## src/rtl/cod5_fifo_pkg.sv

```systemverilog
// Shared FIFO helpers: width functions and flag reset values.
// Used by cod5_sync_fifo and its RAM; kept generic for the async variant.
// No logic; constants and constant functions only.
package cod5_fifo_pkg;

    localparam int MAX_DEPTH = 1024;

    localparam logic FULL_RST         = 1'b0;
    localparam logic ALMOST_FULL_RST  = 1'b0;
    localparam logic EMPTY_RST        = 1'b1;
    localparam logic ALMOST_EMPTY_RST = 1'b1;

    // Minimum bits to hold values 0..value-1; never less than 1.
    function automatic int clog2(input int value);
        int w;
        w = 0;
        while ((1 << w) < value) begin
            w++;
        end
        return (w < 1) ? 1 : w;
    endfunction

    // Count must represent 0..depth inclusive.
    function automatic int cnt_width(input int depth);
        return clog2(depth + 1);
    endfunction

endpackage

```

## src/rtl/cod5_fifo_ram.sv

```systemverilog
// Simple dual-port RAM: synchronous write, read port combinational (FWFT=1) or registered (FWFT=0).
// Latency: write visible next cycle; read 0 cycles (comb) or 1 cycle (registered).
// Backpressure: none; the controlling FIFO gates wr_en/rd_en.
module cod5_fifo_ram
    import cod5_fifo_pkg::*;
#(
    parameter int DATA_WIDTH = 16,
    parameter int DEPTH      = 24,
    parameter int FWFT       = 1
) (
    input  logic                      clk_i,
    input  logic                      rst_ni,
    input  logic                      wr_en,
    input  logic [clog2(DEPTH)-1:0]   wr_addr,
    input  logic [DATA_WIDTH-1:0]     wr_data,
    input  logic                      rd_en,
    input  logic [clog2(DEPTH)-1:0]   rd_addr,
    output logic [DATA_WIDTH-1:0]     rd_data
);

    logic [DATA_WIDTH-1:0] mem [DEPTH];

    // Storage is deliberately not reset.
    always_ff @(posedge clk_i) begin
        if (wr_en) begin
            mem[wr_addr] <= wr_data;
        end
    end

    if (FWFT != 0) begin : g_comb_rd
        // rd_en acts as an output qualifier here so an empty FIFO shows zero.
        logic unused_rst;
        assign unused_rst = rst_ni;
        assign rd_data    = rd_en ? mem[rd_addr] : '0;
    end else begin : g_reg_rd
        logic [DATA_WIDTH-1:0] rd_q;
        always_ff @(posedge clk_i or negedge rst_ni) begin
            if (!rst_ni) begin
                rd_q <= '0;
            end else if (rd_en) begin
                rd_q <= mem[rd_addr];
            end
        end
        assign rd_data = rd_q;
    end

endmodule

```

## src/rtl/cod5_sync_fifo.sv

```systemverilog
// Single-clock FIFO, any depth 2..1024, registered count and flags; optional sticky errors (COD5_SYNC_FIFO_ERR_EN).
// Latency: write-to-visible 1 cycle (FWFT=1); FWFT=0 read data 1 cycle after an accepted pop.
// Backpressure: writes dropped while full, reads ignored while empty; clear_i overrides both.
module cod5_sync_fifo
    import cod5_fifo_pkg::*;
#(
    parameter int DATA_WIDTH   = 16,
    parameter int DEPTH        = 24,
    parameter int ALMOST_FULL  = 4,
    parameter int ALMOST_EMPTY = 4,
    parameter int FWFT         = 1
) (
    input  logic                          clk_i,
    input  logic                          rst_ni,
    input  logic                          clear_i,
    input  logic                          write_inc_i,
    input  logic [DATA_WIDTH-1:0]         write_data_i,
    output logic                          write_full_o,
    output logic                          write_almost_full_o,
    input  logic                          read_inc_i,
    output logic [DATA_WIDTH-1:0]         read_data_o,
    output logic                          read_empty_o,
    output logic                          read_almost_empty_o,
    output logic [cnt_width(DEPTH)-1:0]   nb_data_o,
    output logic                          overflow_o,
    output logic                          underflow_o
);

    localparam int PTR_W = clog2(DEPTH);
    localparam int CNT_W = cnt_width(DEPTH);

    localparam logic [PTR_W-1:0] PTR_LAST = PTR_W'(DEPTH - 1);
    localparam logic [PTR_W-1:0] PTR_ONE  = PTR_W'(1);
    localparam logic [CNT_W-1:0] CNT_ONE  = CNT_W'(1);
    localparam logic [CNT_W-1:0] CNT_FULL = CNT_W'(DEPTH);
    localparam logic [CNT_W-1:0] CNT_AF   = CNT_W'(DEPTH - ALMOST_FULL);
    localparam logic [CNT_W-1:0] CNT_AE   = CNT_W'(ALMOST_EMPTY);

    if (DEPTH < 2 || DEPTH > MAX_DEPTH) begin : g_bad_depth
        $error("cod5_sync_fifo: DEPTH must be in 2..1024");
    end
    if (ALMOST_FULL < 0 || ALMOST_FULL >= DEPTH) begin : g_bad_af
        $error("cod5_sync_fifo: ALMOST_FULL must be in 0..DEPTH-1");
    end
    if (ALMOST_EMPTY < 0 || ALMOST_EMPTY >= DEPTH) begin : g_bad_ae
        $error("cod5_sync_fifo: ALMOST_EMPTY must be in 0..DEPTH-1");
    end
    if (FWFT != 0 && FWFT != 1) begin : g_bad_fwft
        $error("cod5_sync_fifo: FWFT must be 0 or 1");
    end

    logic [PTR_W-1:0] wr_ptr_q, wr_ptr_nxt;
    logic [PTR_W-1:0] rd_ptr_q, rd_ptr_nxt;
    logic [CNT_W-1:0] cnt_q, cnt_nxt;
    logic             full_q, afull_q, empty_q, aempty_q;
    logic             wr_acc, rd_acc;
    logic             ram_rd_en;

    // Acceptance uses the registered flags, so at full only the read wins
    // and at empty only the write wins.
    assign wr_acc = write_inc_i && !full_q;
    assign rd_acc = read_inc_i && !empty_q;

    always_comb begin
        wr_ptr_nxt = wr_ptr_q;
        rd_ptr_nxt = rd_ptr_q;
        cnt_nxt    = cnt_q;
        if (clear_i) begin
            wr_ptr_nxt = '0;
            rd_ptr_nxt = '0;
            cnt_nxt    = '0;
        end else begin
            if (wr_acc) begin
                wr_ptr_nxt = (wr_ptr_q == PTR_LAST) ? '0 : wr_ptr_q + PTR_ONE;
            end
            if (rd_acc) begin
                rd_ptr_nxt = (rd_ptr_q == PTR_LAST) ? '0 : rd_ptr_q + PTR_ONE;
            end
            if (wr_acc && !rd_acc) begin
                cnt_nxt = cnt_q + CNT_ONE;
            end else if (rd_acc && !wr_acc) begin
                cnt_nxt = cnt_q - CNT_ONE;
            end
        end
    end

    // Flags are computed from the next count so they never lag nb_data_o.
    always_ff @(posedge clk_i or negedge rst_ni) begin
        if (!rst_ni) begin
            wr_ptr_q <= '0;
            rd_ptr_q <= '0;
            cnt_q    <= '0;
            full_q   <= FULL_RST;
            afull_q  <= ALMOST_FULL_RST;
            empty_q  <= EMPTY_RST;
            aempty_q <= ALMOST_EMPTY_RST;
        end else begin
            wr_ptr_q <= wr_ptr_nxt;
            rd_ptr_q <= rd_ptr_nxt;
            cnt_q    <= cnt_nxt;
            full_q   <= (cnt_nxt == CNT_FULL);
            afull_q  <= (cnt_nxt >= CNT_AF);
            empty_q  <= (cnt_nxt == '0);
            aempty_q <= (cnt_nxt <= CNT_AE);
        end
    end

    // FWFT: enable qualifies the combinational head word; registered mode:
    // enable loads the output register, left alone by clear.
    assign ram_rd_en = (FWFT != 0) ? !empty_q : (rd_acc && !clear_i);

    cod5_fifo_ram #(
        .DATA_WIDTH (DATA_WIDTH),
        .DEPTH      (DEPTH),
        .FWFT       (FWFT)
    ) u_ram (
        .clk_i   (clk_i),
        .rst_ni  (rst_ni),
        .wr_en   (wr_acc && !clear_i),
        .wr_addr (wr_ptr_q),
        .wr_data (write_data_i),
        .rd_en   (ram_rd_en),
        .rd_addr (rd_ptr_q),
        .rd_data (read_data_o)
    );

`ifdef COD5_SYNC_FIFO_ERR_EN
    logic ovf_q, unf_q;

    always_ff @(posedge clk_i or negedge rst_ni) begin
        if (!rst_ni) begin
            ovf_q <= 1'b0;
            unf_q <= 1'b0;
        end else if (clear_i) begin
            ovf_q <= 1'b0;
            unf_q <= 1'b0;
        end else begin
            if (write_inc_i && full_q) begin
                ovf_q <= 1'b1;
            end
            if (read_inc_i && empty_q) begin
                unf_q <= 1'b1;
            end
        end
    end

    assign overflow_o  = ovf_q;
    assign underflow_o = unf_q;
`else
    assign overflow_o  = 1'b0;
    assign underflow_o = 1'b0;
`endif

    assign write_full_o        = full_q;
    assign write_almost_full_o = afull_q;
    assign read_empty_o        = empty_q;
    assign read_almost_empty_o = aempty_q;
    assign nb_data_o           = cnt_q;

endmodule

```

## config.mk

```make
export PLATFORM = sky130hd
export DESIGN_NAME = cod5_sync_fifo
export DESIGN_NICKNAME = d
export VERILOG_FILES = /design/src/rtl/cod5_fifo_pkg.sv /design/src/rtl/cod5_fifo_ram.sv /design/src/rtl/cod5_sync_fifo.sv
export SDC_FILE = /design/constraint.sdc
export NUM_CORES = 1
export LEC_CHECK = 0
export ABC_AREA = 0
export CAP_MARGIN = 0
export CORE_MARGIN = 5
export CORE_UTILIZATION = 50
export DETAILED_ROUTE_END_ITERATION = 10
export GPL_ROUTABILITY_DRIVEN = 0
export PLACE_DENSITY = 0.65
export SYNTH_ARGS = -nofsm -noshare
export SYNTH_HDL_FRONTEND = slang
export SYNTH_SLANG_ARGS = --single-unit
export TNS_END_PERCENT = 100
```

## constraint.sdc

```tcl
create_clock -name clk_i -period 6.01 [get_ports clk_i]
set_clock_uncertainty 0.2 [all_clocks]
set_input_delay 1.202 -clock clk_i [delete_from_list [all_inputs] [get_ports clk_i]]
set_output_delay 1.202 -clock clk_i [all_outputs]
set_load 0.03 [all_outputs]
```

# == Word level (Yosys, flattened, before mapping) ==
# Memories as Yosys holds them, arrays and structs flattened.
# Cells that the tools add are included.
# op_classes
n_addsub,4
n_mux,12
multipliers,0
n_div,0
shift,0
eq_ne,3
bitwise_logic,0
n_lt_le_gt_ge,2
reduce_logical,13
# ops
cell,count
2-to-1 mux 5 bit,9
2-to-1 mux 16 bit,1
adder 5 x 1 -> 5 bit (second input constant),3
== test 5 bit (second input constant),3
greater-or-equal comparator 5 bit (second input constant),1
less-or-equal comparator 5 x 3 -> 1 bit (second input constant),1
logical AND 1 bit,5
zero test 1 bit,5
zero test 5 bit,1
subtractor 5 x 1 -> 5 bit (second input constant),1
nonzero test 2 bit,2
2-to-1 mux 1 bit,2
# word_totals
wordCells,42
output_inout_bits,27
mem_bits_rw,384
latch_bits,0
input_bits,21
romBits,0
ff_bits,19
memories,1
# memory_table
memory,words,word_bits,read_ports,rd_clocked_by_memory_dff,wr,line_no,source
u_ram.mem,24,16,1,0,1,cod5_fifo_ram.sv:21,logic [DATA_WIDTH-1:0] mem [DEPTH];

# == Logic depth before layout (Yosys ltp) ==
# depth
depth_word,8
mapped_depth,7
mapped_depth_nobuf,6

# == Cells and area by module ==
# A second synthesis with hierarchy kept.
# unflattened
cells_unflattened,903
hier_area_um2,16130.5
# by_module_without_submodules
mod,n_inst,seq_area_each_um2,cells_per_inst,area_each_um2
cod5_fifo_ram,1,11531.1,785,15029.4
cod5_sync_fifo,1,478.0,118,1101.1

# == Worst setup path after synthesis ==
# Ideal clock, no wire load.
# synth_timing
kind,register to output
from,reg rd_ptr_q[4]
to,out read_data_o[10]
slack_ps,2943
stages_incl_launch_ff,5
arrival_time_ps,1665
path_cell_list,dfrtp_1 > or3_1 > clkbuf_1 > clkbuf_1 > o211ai_1
# synth_between
elab_chain_cells,2
# synth_rtl
item,line_no,source
start: declaration,cod5_sync_fifo.sv:53,"logic [PTR_W-1:0] rd_ptr_q, rd_ptr_nxt;"
start signal: assignment,cod5_sync_fifo.sv:99,rd_ptr_q <= rd_ptr_nxt;
memory read (24 x 16 bit),--,
2-to-1 mux 16 bit,cod5_fifo_ram.sv:34,assign rd_data = rd_en ? mem[rd_addr] : '0;
end: declaration,cod5_sync_fifo.sv:21,"output logic [DATA_WIDTH-1:0] read_data_o,"
# No other way between the ends.

# == Final worst setup path ==
# layout_timing
from,reg rd_ptr_q[0]
to,out read_data_o[8]
# Same word-level chain as after synthesis.

==> summary.log <==
[status] result of the run complete, no violations
[clocking] hold buffer count at cts 0
[synth] Mapped Area 16120 um^2
[floorplanning] DIE HEIGHT 189.5 um
[drt] DRC Markers 0
[worst_setup_path] top cell family by delay on the critical path simple AND/OR/NAND/NOR gates
[worst_setup_path] Critical Path RT 4.61 ns
[sta] minimum clock period 4.967 ns
[floorplanning] starting density of the core 50.82%
[clocking] Root Buffer Master clkbuf_16
[run] max-cap viol count 0
[floorplanning] FP Rows 65
[floorplanning] I/O pin count 48
[pwr] leakage power 5.604 nW
[sta] max-slew headroom at the worst pin 23.06%
[global_route] Total Routing Usage GR 20.49%
[pwr] maximum vdd ir drop 0.2012 mV
[drt] drt first pass iters 5
[placed_design] worst slack after detailed placement 1.519 ns
[worst_setup_path] critical-path maximum fanout 26
[floorplanning] chip width 189.5 um
[global_route] wire length of the first global-routing pass 54.79 mm
[worst_setup_path] Worst Reg2Reg Path Length in Cells 5
[synth] number of distinct library cell variants in the gate-level netlist after synthesis 48
[sta] FMAX 201.3 MHz
[worst_setup_path] worst endpoint data arrival time 3.57 ns
[sta] final number of max-transition violations 0
[worst_hold_path] type of the most critical hold path reg -> reg
[sta] final hold vios 0
[global_route] number of antenna violations at the first check in global routing 0
[synth] average size of a mapped cell 17.93 um^2
[global_route] largest net degree at the start of global routing 69
[pwr] total net switching power 1.515 mW
[clocking] CTS tree yes
[drt] Vias/cell 5.964
[pwr] switching power as a share of total power 23.92%
[worst_setup_path] sort of element at the start of the critical path register
[sta] unrepaired setup endpoints after global routing false
[synth] warnings from Yosys 0
[clocking] number of H-tree levels 2
[finish] Total Nets Final 1004
[floorplanning] total die area 35930 um^2
[floorplanning] placeable core region 31720 um^2
[synth] share of the yosys chip area belonging to registers 74.51%
[pwr] total internal power 4.818 mW
[sta] Post-Route Hold Slack 0.4050 ns
[worst_setup_path] element type at the critical path end primary output
[pwr] part of the total power dissipated in combinational logic 12.6%
[finish] ratio of cells with drive above 1 in the final layout 14.43%
[clocking] clock sinks 403
[sta] number of setup violations in the final report 0
[finish] total of fill cells in the finished design 2404
[global_route] residual overflow from global routing 0
[clocking] Num CTS Buffers 42
[synth] ys async rst share 4.715%
[placed_design] hpwl dp 21.63 mm
[sta] actual slew at the worst max-slew pin 1.153 ns
[global_route] number of global-route vias before repair 8530
[worst_setup_path] crit path buf inv count 2
[worst_setup_path] cells along the critical path buf_4 > nor2b_2 > a22oi_1 > nand4_1 > o211ai_1 > clkdlybuf4s50_1
[drt] detail-routed net length per standard cell 26.02 um
[pwr] Clock Power Share 37.5%
[finish] most common library cell in the layout ignoring fill and taps edfxtp_1
[synth] most common flop cell mapped by yosys edfxtp_1
[clocking] number of resized instances in the post-cts repair step 0
[worst_setup_path] slowest cell on the critical path nor2b_2
[clocking] clk_lat worst skew 0.52 ns
[clocking] setup fix buffers added after clock tree synthesis 0
[placed_design] input/output buffers 45
[synth] flops & latches, synth 403
[worst_setup_path] critical path depth 6
[clocking] Clk pin slew, worst setup/hold paths 0.06 ns
[drt] Final Routed Wirelength 36.62 mm
[sta] setup tns final 0 ns
[clocking] buffers from clock root to sink, at most 3
[drt] via count of the routed design 8392
[drt] number of DRC markers in iteration 0 570
[finish] Layout area overhead 13.57%
[synth] Gate Count Post-Synth 899
[drt] number of routed nets with antenna violations 0
[sta] final clock period utilization by the worst path 82.65%
[finish] antenna diode count 0
[worst_setup_path] maximum single-stage delay on the critical path 0.75 ns
[pwr] relative contribution of sequential cells to total power 49.9%
[worst_setup_path] category of the critical setup timing path reg -> out
[sta] setup slack of the critical path after layout 1.043 ns
[worst_hold_path] count of cells along the worst hold path 2
[pwr] pwr/cell area 345.9 nW/um^2
[synth] number of synthesized flops with an enable pin 384
[finish] commonest non-fill, non-tap cells in the layout edfxtp_1, mux2i_1, nand2_1
[finish] final design utilization 57.71%
-- layout make-up --
type / count / area, um^2 / share of cell area (%)
well taps: 402 / 503.0 / 2.748
multi-input cells: 441 / 3785 / 20.68
clock inverters: 7 / 63.81 / 0.3486
inverters: 6 / 22.52 / 0.1230
flip-flops and latches: 403 / 12020 / 65.65
clock buffers: 66 / 1172 / 6.405
repair buffers: 82 / 740.7 / 4.046
-- logic make-up (layout without fill, tap and decap cells) --
| kind of cell | after synthesis | count (layout) | synth area share [%] |
|---|---|---|---|
| flip-flops | 403 | 403 | 74.51 |
| multiplexers | 175 | 175 | 13.72 |
| AND/OR/NAND/NOR | 169 | 169 | 5.294 |
| AO/OA/AOI/OAI | 85 | 85 | 3.648 |
| buffers and inverters | 56 | 161 | 2.096 |
| adder cells (fa/ha/maj) | 7 | 7 | 0.5434 |
| XOR/XNOR | 3 | 3 | 0.1630 |
| other | 1 | 2 | 0.02327 |
-- power groups by stage --
| stage | clock network [mW] | registers, mW | logic (mW) |
|---|---|---|---|
| final | 2.37 | 3.16 | 0.801 |
| after global routing | 2.54 | 3.16 | 0.852 |
| after CTS | 2.42 | 3.16 | 0.810 |
| after detailed placement | 0 | 3.22 | 0.809 |
| after global placement | 0 | 3.22 | 0.800 |
| after floorplan | 0 | 3.22 | 0.521 |
-- metrics by stage --
stage	cell area, um^2	total power [mW]	std cells
floorplan	16120	3.741	900
detailed placement	17070	4.027	1334
global placement	17070	4.016	1334
CTS	18310	6.391	1407
finish	18310	6.332	1407
global route	18310	6.558	1407
-- metal layers --
layer / routed length [um] / track usage (%) / up-vias
li1: - / - / 3704
met3: 1948 / 3.339 / 62
met1: 15870 / 28.77 / 4373
met5: 0 / 0 / -
met4: 1010 / 6.093 / 0
met2: 17790 / 33.56 / 253
-- cell usage after synthesis, types with 2 or more instances --
cell / instances / area (um^2)
a211oi_1: 2 / 15.01
a21oi_1: 21 / 105.1
a221oi_1: 3 / 26.28
a22oi_1: 29 / 217.7
and2_1: 2 / 12.51
buf_2: 12 / 60.06
buf_4: 16 / 120.1
buf_6: 7 / 78.83
clkbuf_1: 14 / 52.55
dfrtp_1: 17 / 425.4
dfstp_2: 2 / 52.55
edfxtp_1: 384 / 11530
ha_1: 7 / 87.58
inv_1: 6 / 22.52
mux2_4: 2 / 30.03
mux2i_1: 137 / 1371
mux4_2: 36 / 810.8
nand2_1: 59 / 221.5
nand2b_1: 2 / 12.51
nand3_1: 21 / 105.1
nand4_1: 16 / 100.1
nor2_1: 43 / 161.4
nor2_4: 2 / 22.52
nor2b_1: 9 / 56.30
nor3_2: 3 / 30.03
nor3b_1: 2 / 15.01
o211ai_1: 17 / 127.6
o21a_1: 2 / 15.01
o21ai_0: 5 / 25.02
or3_1: 2 / 12.51
xor2_1: 2 / 17.52
-- registers in the layout, summed over array words and instances, names as in the netlist --
| register | flops |
|---|---|
| nb_data_o | 5 |
| rd_ptr_q | 5 |
| read_almost_empty_o | 1 |
| read_empty_o | 1 |
| u_ram.mem | 384 |
| wr_ptr_q | 5 |
| write_almost_full_o | 1 |
| write_full_o | 1 |
-- worst register-to-register path, cell delays in order, from the launching register on --
cell	delay, ns
dfrtp_1	0.38
nand2b_1	0.35
nor2_1	0.31
nand2_1	0.25
nor2_1	0.77
buf_4	0.35
-- path summary, 6_finish.rpt --
kind	end	from	slack, ns
setup / recovery	read_data_o[8]	rd_ptr_q[0]	1.04
hold / removal	rd_ptr_q[4]	rd_ptr_q[4]	0.41
setup reg to reg	u_ram.mem[7][14]	write_full_o	3.09
hold reg to reg	rd_ptr_q[4]	rd_ptr_q[4]	0.41
max in group asynchronous	rd_ptr_q[0]	rst_ni	3.99
min in group asynchronous	wr_ptr_q[3]	rst_ni	0.98
(Power assumes the default switching activity.)
